File: src/rtl/uart_pkg.sv
// Shared types and frame constants for the UART transmit path.
package uart_pkg;

    typedef enum logic [2:0] {
        TX_INIT,
        TX_IDLE,
        TX_FETCH,
        TX_LOAD,
        TX_SEND
    } tx_state_e;

    // Payload width, baud ticks per frame (start + 8 data + parity + stop),
    // and the number of those ticks that advance the shift register.
    localparam int UART_DATA_W      = 8;
    localparam int UART_FRAME_TICKS = 11;
    localparam int UART_SHIFT_TICKS = 10;

endpackage

File: src/rtl/uart_baud_counter.sv
// Bit-period counter: counts 0..div while enabled and raises tick for the
// single cycle in which the count equals div, then wraps to zero.
module uart_baud_counter #(
    parameter int DIV_W = 16
) (
    input  logic             clk,
    input  logic             reset,
    input  logic             clear,
    input  logic             en,
    input  logic [DIV_W-1:0] div,
    output logic             tick
);

    logic [DIV_W-1:0] cnt;

    assign tick = en && (cnt == div);

    // Count up while enabled; wrap on tick, restart on clear or reset.
    always_ff @(posedge clk) begin
        if (reset || clear) begin
            cnt <= '0;
        end else if (en) begin
            cnt <= tick ? '0 : cnt + DIV_W'(1);
        end
    end

endmodule

File: src/rtl/uart_tx_ctrl.sv
// UART transmit controller: pops bytes from the Tx FIFO, latches byte and
// parity, then paces the downstream shift register with one load strobe and
// ten shift strobes per 11-bit frame (start, d0..d7, parity, stop).
// Optional feature macro: UART_TX_PARITY_EN. When undefined the parity slot
// carries a constant 1 (acts as a second stop bit) and parity_odd is unused.
module uart_tx_ctrl
    import uart_pkg::*;
#(
    parameter int DIV_W = 16
) (
    input  logic                   clk,
    input  logic                   reset,
    input  logic                   tx_en,
    input  logic [DIV_W-1:0]       baud_div,
    input  logic                   parity_odd,
    input  logic                   fifo_empty,
    input  logic [UART_DATA_W-1:0] fifo_data,
    output logic                   fifo_rd_en,
    output logic [UART_DATA_W-1:0] tx_data,
    output logic                   parity_bit,
    output logic                   load_en,
    output logic                   shift_en,
    output logic                   tx_busy,
    output logic                   tx_done
);

    tx_state_e        state;
    tx_state_e        state_nxt;
    logic [DIV_W-1:0] div_q;
    logic [3:0]       bit_cnt;
    logic             tick;
    logic             last_tick;
    logic             pop_req;
    logic             parity_nxt;

`ifdef UART_TX_PARITY_EN
    function automatic logic calc_parity(input logic [UART_DATA_W-1:0] b,
                                         input logic odd);
        return odd ? ~^b : ^b;
    endfunction

    assign parity_nxt = calc_parity(fifo_data, parity_odd);
`else
    logic parity_odd_unused;
    assign parity_odd_unused = parity_odd;
    assign parity_nxt        = 1'b1;
`endif

    // The baud counter is cleared while loading so the start bit gets a
    // full period, and only runs while the frame is on the line.
    uart_baud_counter #(
        .DIV_W (DIV_W)
    ) u_baud (
        .clk   (clk),
        .reset (reset),
        .clear (state == TX_LOAD),
        .en    (state == TX_SEND),
        .div   (div_q),
        .tick  (tick)
    );

    // bit_cnt holds the number of ticks already seen, so the eleventh tick
    // arrives with bit_cnt at FRAME_TICKS-1.
    assign last_tick = tick && (bit_cnt == 4'(UART_FRAME_TICKS - 1));
    assign pop_req   = tx_en && !fifo_empty;

    // Next-state decode; the FIFO pop is a Mealy output of IDLE.
    always_comb begin
        state_nxt  = state;
        fifo_rd_en = 1'b0;
        case (state)
            TX_INIT:  state_nxt = TX_IDLE;
            TX_IDLE: begin
                if (pop_req) begin
                    fifo_rd_en = !reset;
                    state_nxt  = TX_FETCH;
                end
            end
            TX_FETCH: state_nxt = TX_LOAD;
            TX_LOAD:  state_nxt = TX_SEND;
            TX_SEND: begin
                if (last_tick) begin
                    state_nxt = TX_IDLE;
                end
            end
            default:  state_nxt = TX_INIT;
        endcase
    end

    // Strobes are held low while reset is asserted so an aborted frame
    // cannot pop, load or shift; the INIT shift fires once reset releases
    // and drives the freshly reset (low) line bit high.
    assign load_en  = !reset && (state == TX_LOAD);
    assign shift_en = !reset &&
                      ((state == TX_INIT) ||
                       ((state == TX_SEND) && tick &&
                        (bit_cnt < 4'(UART_SHIFT_TICKS))));
    assign tx_done  = !reset && (state == TX_SEND) && last_tick;
    assign tx_busy  = (state == TX_FETCH) || (state == TX_LOAD) ||
                      (state == TX_SEND);

    // Control state: FSM, divisor snapshot and tick counter.
    always_ff @(posedge clk) begin
        if (reset) begin
            state   <= TX_INIT;
            div_q   <= '0;
            bit_cnt <= '0;
        end else begin
            state <= state_nxt;
            if (state == TX_LOAD) begin
                div_q   <= baud_div;
                bit_cnt <= '0;
            end else if ((state == TX_SEND) && tick) begin
                bit_cnt <= bit_cnt + 4'd1;
            end
        end
    end

    // Byte and parity capture; FIFO read data is valid during FETCH.
    always_ff @(posedge clk) begin
        if (reset) begin
            tx_data    <= '0;
            parity_bit <= 1'b1;
        end else if (state == TX_FETCH) begin
            tx_data    <= fifo_data;
            parity_bit <= parity_nxt;
        end
    end

endmodule

File: config.mk
export PLATFORM = sky130hd
export DESIGN_NAME = uart_tx_ctrl
export DESIGN_NICKNAME = d
export VERILOG_FILES = /design/src/rtl/uart_pkg.sv /design/src/rtl/uart_baud_counter.sv /design/src/rtl/uart_tx_ctrl.sv
export SDC_FILE = /design/constraint.sdc
export NUM_CORES = 1
export LEC_CHECK = 0
export CAP_MARGIN = 20
export CELL_PAD_IN_SITES_DETAIL_PLACEMENT = 2
export CELL_PAD_IN_SITES_GLOBAL_PLACEMENT = 2
export CORE_MARGIN = 3
export CORE_UTILIZATION = 34
export CTS_CLUSTER_DIAMETER = 60
export DETAILED_ROUTE_END_ITERATION = 12
export DONT_BUFFER_PORTS = 1
export PLACE_DENSITY = 0.81
export SYNTH_ARGS = -nofsm -noshare
export SYNTH_HDL_FRONTEND = slang
export SYNTH_HIERARCHICAL = 1
export SYNTH_SLANG_ARGS = --single-unit
File: constraint.sdc
create_clock -name clk -period 2.45 [get_ports clk]
set_clock_uncertainty 0.15 [all_clocks]
set_input_delay 0.49 -clock clk [delete_from_list [all_inputs] [get_ports clk]]
set_output_delay 0.49 -clock clk [all_outputs]
set_load 0.03 [all_outputs]
# Word-level counts from Yosys, hierarchy flattened
# Index checks and enable logic that the tools add are counted.
# op_classes
shift,0
add_sub_neg,2
eq_ne,8
n_reduce_logical,18
order_cmp,1
mux,6
n_bitwise,0
n_mul,0
div,0
# ops
operator,count
adder 16 x 1 -> 16 bit (second input constant),1
== test 16 bit,1
two-way mux 16 bit,1
case mux 3 bit (5 select lines),1
logical AND 1 bit,9
== test 3 x 2 -> 1 bit (second input constant),2
two-way mux 3 bit,2
adder 4 x 1 -> 4 bit (second input constant),1
== test 4 bit (second input constant),1
logical OR 1 bit,4
< comparator 4 bit (second input constant),1
!= test 2 bit (second input constant),2
== test 3 x 1 -> 1 bit (second input constant),1
== test 3 bit (second input constant),1
zero test 3 bit,1
zero test 1 bit,2
two-way mux 1 bit,2
AND reduction 2 bit,1
OR reduction 2 bit,1
# word_totals
elab_cells,40
register_bits,47
in_bits,29
mem_bits_rw,0
n_memories,0
latch_bits,0
mem_bits_ro,0
out_inout_bits,14

# Depth between registers and ports, before layout
# Gate-level depths: netlist of run 1.
# depth
word_depth,6
mapped_depth,9
ltp_nobuf,8

# By module
# Netlist of run 1, hierarchy kept.
# modules_own_cells
module,seq_area_each_um2,area_each_um2,cells_per_inst,instances
uart_tx_ctrl,620.6,1293.7,152,1
uart_baud_counter,320.3,1028.5,113,1

# Worst setup path after synthesis of run 1
# Ideal clock, no wire load.
# synth_timing
kind,register to output
startpoint,reg u_baud.cnt[2]
endpoint,out shift_en
path_buffers,1
required_time_ns,1.810
t_arrival_ns,3.279
slack_ns,-1.469
stages_incl_launch_ff,8
cell_sequence,dfxtp_1 > clkbuf_2 > xor2_1 > nor4_1 > nand2_1 > nor4b_1 > nand2_1 > a2111oi_0
# synth_via
elab_chain_len,6
# synth_lines
element,line,rtl
"start, declared",uart_baud_counter.sv:14,logic [DIV_W-1:0] cnt;
"start signal, assigned",uart_baud_counter.sv:23,cnt <= tick ? '0 : cnt + DIV_W'(1);
== test 16 bit,uart_baud_counter.sv:16,assign tick = en && (cnt == div);
logical AND 1 bit,uart_baud_counter.sv:16,
via tick,uart_tx_ctrl.sv:31,logic tick;
logical AND 1 bit (2 in a row),uart_tx_ctrl.sv:96,((state == TX_SEND) && tick &&
logical OR 1 bit,uart_tx_ctrl.sv:95,((state == TX_INIT) ||
logical AND 1 bit,uart_tx_ctrl.sv:94,assign shift_en = !reset &&
"end, declared",uart_tx_ctrl.sv:22,"output logic shift_en,"
# The timed path passes the listed nets, and every way through them passes these cells.

# Worst setup path after layout of run 1
# layout_timing
startpoint,reg u_baud.cnt[11]
endpoint,out shift_en
# The elaborated chain is that of the path after synthesis.

==> results of run 1 <==
[metal layers]
metal | track usage | part of all wire
met1 | 0.2442 | 0.41
met5 | 0 | 0
met2 | 0.3988 | 0.53
met3 | 0.05493 | 0.039
met4 | 0.05769 | 0.019
[final cells by class]
| class | instances | area share |
|---|---|---|
| clock buffers | 5 | 0.02402 |
| inverters | 6 | 0.007860 |
| repair buffers | 44 | 0.1166 |
| clock inverters | 3 | 0.007860 |
| multi-input cells | 195 | 0.4769 |
| well taps | 77 | 0.03362 |
| flip-flops and latches | 47 | 0.3332 |
[power groups by stage]
stage          logic (mW)  clock network [mW]  registers (mW)
6_report            0.109               0.505           0.785
5_1_grt             0.117               0.559           0.786
4_1_cts            0.0954               0.515           0.785
3_5_place_dp       0.0918                   0           0.803
3_3_place_gp       0.0881                   0           0.802
2_1_floorplan      0.0793                   0           0.801
[per-stage QoR]
step / area (sq um) / utilization / hold slack [ps] / worst slack (ps)
final: 2865 / 0.4411 / 78.86 / -599.8
after global routing: 2865 / 0.4411 / 57.37 / -724.2
after CTS: 2758 / 0.4246 / 76.61 / -552.6
after detailed placement: 2604 / 0.4009 / 316.8 / -394.4
after global placement: 2604 / 0.4009 / 300.9 / -265.0
after floorplan: 2370 / - / 297.8 / -132.9
[kinds of logic after synthesis]
| family | synth area share |
|---|---|
| muxes | 0.03448 |
| and+or+nand+nor | 0.2899 |
| other | 0.001615 |
| AOI/OAI and AO/OA | 0.07220 |
| xor gates and xnor gates | 0.1169 |
| buffers and inverters | 0.06357 |
| adders and majority gates | 0.01617 |
| DFF | 0.4052 |
[worst paths after layout]
check / from / end / cells after the start
worst max-delay path: u_baud/cnt[11] / shift_en / 7
worst min-delay path: reset / state[0] / 1
worst max register to register: u_baud/cnt[11] / state[2] / 10
worst min register to register: div_q[6] / div_q[6] / 2
[timing repair]
action                     in CTS  in global routing
setup endpoints to repair       7                  7
hold buffers                    0                  0
gates resized for setup         8                 14
buffers inserted                4                  5
pin swaps                       5                  7
[placed cells by master (no fill, tap or decap), types with 3 or more instances in the layout]
cell       n
o21ai_0    4
nor3_1     8
xor2_1    20
nand2b_1   4
ha_1       3
nor4_1     4
dfxtp_1   38
dfxtp_2    8
clkbuf_8   5
nor2_1    21
inv_1      5
nand3_1    6
a21oi_1   21
nand2_1   43
nand4_1    6
buf_4     43
mux2i_1    8
nor3_2     9
xnor2_1    8
[state kept, by name (all words and copies together) (netlist names)]
signal / count
bit_cnt: 4
div_q: 16
state: 3
tx_data: 8
u_baud/cnt: 16
==> impl_metrics.py, run 1 <==
metrics = {
    "status": {
        "status": "finished, violations left",
        "violations": "setup timing",
    },
    "global_routing": {
        "antenna_found_initial": 0,
        "first_global_vias": 2280,
        "grt_pass1_wl_um": 12680,
        "gr-total-overflow": 0,
        "track_usage": 0.2159,
        "grt_max_degree": 34,
    },
    "power_and_ir_drop": {
        "p_total_mw": 1.399,
        "p_switching_mw": 0.3782,
        "clockPowerShare": 0.361,
        "pwr-share-seq": 0.561,
        "p_int_mw": 1.021,
        "ir_drop_uv": 304.7,
        "p_leak_nw": 1.121,
        "pwr-share-comb": 0.078,
        "swShare": 0.2703,
        "p_per_area_mw_per_mm2": 488.3,
    },
    "critical_path": {
        "cp-start-kind": "flop",
        "crit_slowest_cell": "nor4_4",
        "critical_path.cell_chain": "xor2_1, nor4_4, nand3b_1, nor4b_4, nand2_1, a2111oi_4, buf_4",
        "reg2reg_slack_ps": -50,
        "path_buf_inv": 1,
        "cp_top_family": "simple AND/OR/NAND/NOR gates",
        "cp_max_fo": 3,
        "end_kind": "output port",
        "slowest_delay_ps": 350,
        "crit_type": "reg2out",
        "cp.arrival_ps": 2410,
        "cp.required_ps": 1810,
    },
    "placement": {
        "port_buffers": 0,
        "gp_congestion": 0.8088,
        "dpl.hpwl_um": 4814,
        "dp.cells": 360,
    },
    "timing": {
        "relSlewSlack": 0.6151,
        "fin_tns_setup_ps": -1256,
        "post-route-period-util": 1.245,
        "fmax_ghz": 0.3279,
        "rsz0062_at_grt": "yes",
        "drv_slew": 0,
        "setup_viol_count_final": 6,
        "setup_ws_ps": -599.8,
        "finalCriticalPeriod_ps": 3050,
        "tightest_slew_ps": 570.1,
        "finalHoldViolations": 0,
    },
    "routing": {
        "drt_wl_total_um": 8886,
        "antenna_left": 0,
        "num_vias": 2061,
        "first_pass_iters": 4,
        "drc": 0,
        "viasPerCell": 5.467,
        "drt-initial-drc-count": 61,
        "wl_per_cell_um": 23.57,
    },
    "synthesis": {
        "async_reset_ff_frac": 0,
        "synth_top_flop_cell": "dfxtp_1",
        "syn-num-nets": 297,
        "avgSynthCellArea_sq_um": 8.763,
        "yosysMostFrequentCell": "dfxtp_1",
        "yosys_warnings": 6,
        "synth_seq_area_share": 0.4052,
        "ys_ff_latch": 47,
        "netlist_instances": 265,
        "synth_top_cell_by_area": "dfxtp_1",
        "synth_cell_types": 39,
        "synth_top_cell_area_share": 0.4052,
        "synth_enable_flop_cells": 0,
        "yosys-top-cells-count": "dfxtp_1, nand2_1, a21oi_1, xor2_1, nor2_1",
        "netlist_area_sq_mm": 0.002322,
        "synthTopCellsByArea": "dfxtp_1, xor2_1, nand2_1, a21oi_1, nor3_2",
    },
    "finish": {
        "seq_area_sq_um": 954.7,
        "drive_above_1_share": 0.3000,
        "fin_cells": 377,
        "multi_input_area_sq_mm": 0.001366,
        "antennaDiodeCount": 0,
        "area_growth_pct": 23.38,
        "nNetsFinal": 331,
        "fillCellCount": 681,
    },
    "floorplanning": {
        "start_util": 0.3575,
        "die-area_sq_mm": 0.007858,
        "die_x_um": 88.65,
        "die_y_um": 88.65,
        "fp.coreArea_sq_mm": 0.006495,
        "pin_count": 43,
        "rows": 29,
    },
    "clock_tree": {
        "root_buffer": "clkbuf_8",
        "path_clk_slew_ps": 100,
        "cts_buffers": 5,
        "cts_tree": "done",
        "htree_levels": 2,
        "clkSinkCount": 47,
        "cts_buffer_depth": 2,
        "clk_latency_ps": 310,
    },
    "job": {
        "cap_violations": 0,
    },
    "worst_hold_path": {
        "hp-class": "in2reg",
    },
}
(Power assumes the default switching activity.)
==> run 2: changes to the inputs <==
CORE_UTILIZATION = 37   (was 34)
PLACE_DENSITY = 0.83   (was 0.81)
SLEW_MARGIN = 25   (was default)
clock period = 3.3 ns   (was 2.45 ns; I/O delays follow)
==> impl_metrics.py, run 2 (synthesis gave the netlist of run 1 again) <==
metrics = {
    "routing": {
        "antenna_left": 0,
        "num_vias": 1831,
        "viasPerCell": 5.323,
        "drt-initial-drc-count": 46,
        "drt_wl_total_um": 5921,
        "drc": 0,
        "wl_per_cell_um": 17.21,
        "first_pass_iters": 5,
    },
    "critical_path": {
        "reg2reg_from": "u_baud/cnt[12]",
        "cp.required_ps": 2490,
        "r2r-end": "state[0]",
        "reg2reg_slack_ps": 740,
        "crit_type": "reg2out",
        "cp-start-kind": "flop",
        "end_kind": "output port",
        "cp.arrival_ps": 2380,
        "r2r_cells": 9,
        "cp_max_fo": 4,
    },
    "power_and_ir_drop": {
        "p_total_mw": 1.024,
        "p_per_area_mw_per_mm2": 402.3,
        "p_leak_nw": 0.9297,
        "ir_drop_uv": 182.9,
    },
    "floorplanning": {
        "rows": 28,
        "die_y_um": 85.23,
        "pin_count": 43,
        "fp.coreArea_sq_mm": 0.005991,
        "start_util": 0.3876,
        "die-area_sq_mm": 0.007263,
        "die_x_um": 85.23,
    },
    "clock_tree": {
        "cts_buffer_depth": 2,
        "cts_tree": "done",
        "root_buffer": "clkbuf_8",
        "clkSinkCount": 47,
        "ctsHoldBuffers": 0,
        "htree_levels": 2,
        "clk_latency_ps": 320,
        "cts_buffers": 5,
        "path_clk_slew_ps": 100,
    },
    "finish": {
        "layout_common_cells": "nand2_1, dfxtp_1, a21oi_1, xor2_1, nor2_1",
        "nNetsFinal": 300,
        "drive_above_1_share": 0.1784,
        "area_growth_pct": 9.644,
        "reg.largest.list": "div_q (16), u_baud/cnt (16), tx_data (8)",
        "antennaDiodeCount": 0,
        "final_area_sq_mm": 0.002546,
    },
    "placement": {
        "postPlaceCellArea_sq_mm": 0.002392,
        "dpl.hpwl_um": 4214,
        "gp_congestion": 0.7308,
        "port_buffers": 0,
    },
    "global_routing": {
        "grt_max_degree": 34,
        "antenna_found_initial": 0,
        "grt_pass1_wl_um": 9991,
        "gr-total-overflow": 0,
        "track_usage": 0.1722,
        "first_global_vias": 2058,
    },
    "timing": {
        "drv_slew": 0,
        "setup_viol_count_final": 0,
        "hold-worst-slack_ps": 249.1,
        "post-route-period-util": 0.9669,
        "relSlewSlack": 0.4256,
        "fmax_ghz": 0.3134,
        "tightest_slew_ps": 860.9,
        "rsz0062_at_grt": "yes",
        "finalCriticalPeriod_ps": 3191,
        "finalHoldViolations": 0,
    },
    "worst_hold_path": {
        "hp-class": "in2reg",
        "holdPathEnd": "state[1]",
        "hp-start": "reset",
        "hold_path_depth": 1,
    },
    "status": {
        "status": "complete, no violations",
    },
    "job": {
        "cap_violations": 0,
    },
}
-- run 2: changes by cell type in the layout (fill, tap and decap cells not counted), sizes merged --
cell and delta:
buf -31
-- run 2: worst max path at each step --
stage / startpoint / endpoint / cells past startpoint
2_1_floorplan: u_baud/cnt[2] / tx_done / 7
3_3_place_gp: u_baud/cnt[14] / tx_done / 8
3_5_place_dp: u_baud/cnt[7] / tx_done / 8
4_1_cts: u_baud/cnt[7] / tx_done / 8
5_1_grt: u_baud/cnt[12] / tx_done / 8
6_report: u_baud/cnt[12] / tx_done / 8
-- run 2: what timing repair did --
| item | 4_1_cts | 5_1_grt |
|---|---|---|
| resized for setup | 3 | 9 |
| gates cloned | 0 | 0 |
| pin swaps | 1 | 6 |
| setup buffers | 0 | 2 |
| setup endpoints to repair | 2 | 2 |
-- run 2: critical path: stages (launching register included) --
cell,delay (ps)
dfxtp_4,370
xor2_1,180
nor4_2,310
nand3b_1,190
nor4b_4,370
buf_4,170
nand4b_1,150
nor3_2,140
buf_4,180
-- run 2: per-layer routing --
metal  part of all wire  track usage
met5                  0            0
met3              0.043      0.04757
met2               0.52       0.3121
met1               0.42       0.2000
met4              0.014      0.04029
-- run 2: area by class of cell --
type | instances | area (sq um)
Multi-Input combinational cell | 195 | 1287
Sequential cell | 47 | 949.7
Tap cell | 75 | 93.84
Fill cell | 661 | 3445
Inverter | 6 | 22.52
Timing Repair Buffer | 13 | 97.59
Clock buffer | 5 | 68.82
Clock inverter | 3 | 26.28
-- run 2: power by group --
part           internal [mW]  switching (mW)  leakage (nW)  total (mW)
Sequential             0.573          0.0115         0.382       0.585
Combinational         0.0234          0.0370         0.498      0.0604
Clock                  0.156           0.223        0.0491       0.379
Total                  0.753           0.272         0.930        1.02
-- run 2: through the flow --
| step | util | cells | TNS [ps] | worst slack (ps) |
|---|---|---|---|---|
| 2_1_floorplan | - | 265 | 0 | 19.81 |
| 3_3_place_gp | 0.3993 | 334 | 0 | 343.6 |
| 3_5_place_dp | 0.3993 | 334 | 0 | 181.5 |
| 4_1_cts | 0.4179 | 342 | 0 | 0.1599 |
| 5_1_grt | 0.4250 | 344 | -100.9 | -80.61 |
| 6_report | 0.4250 | 344 | 0 | 109.4 |
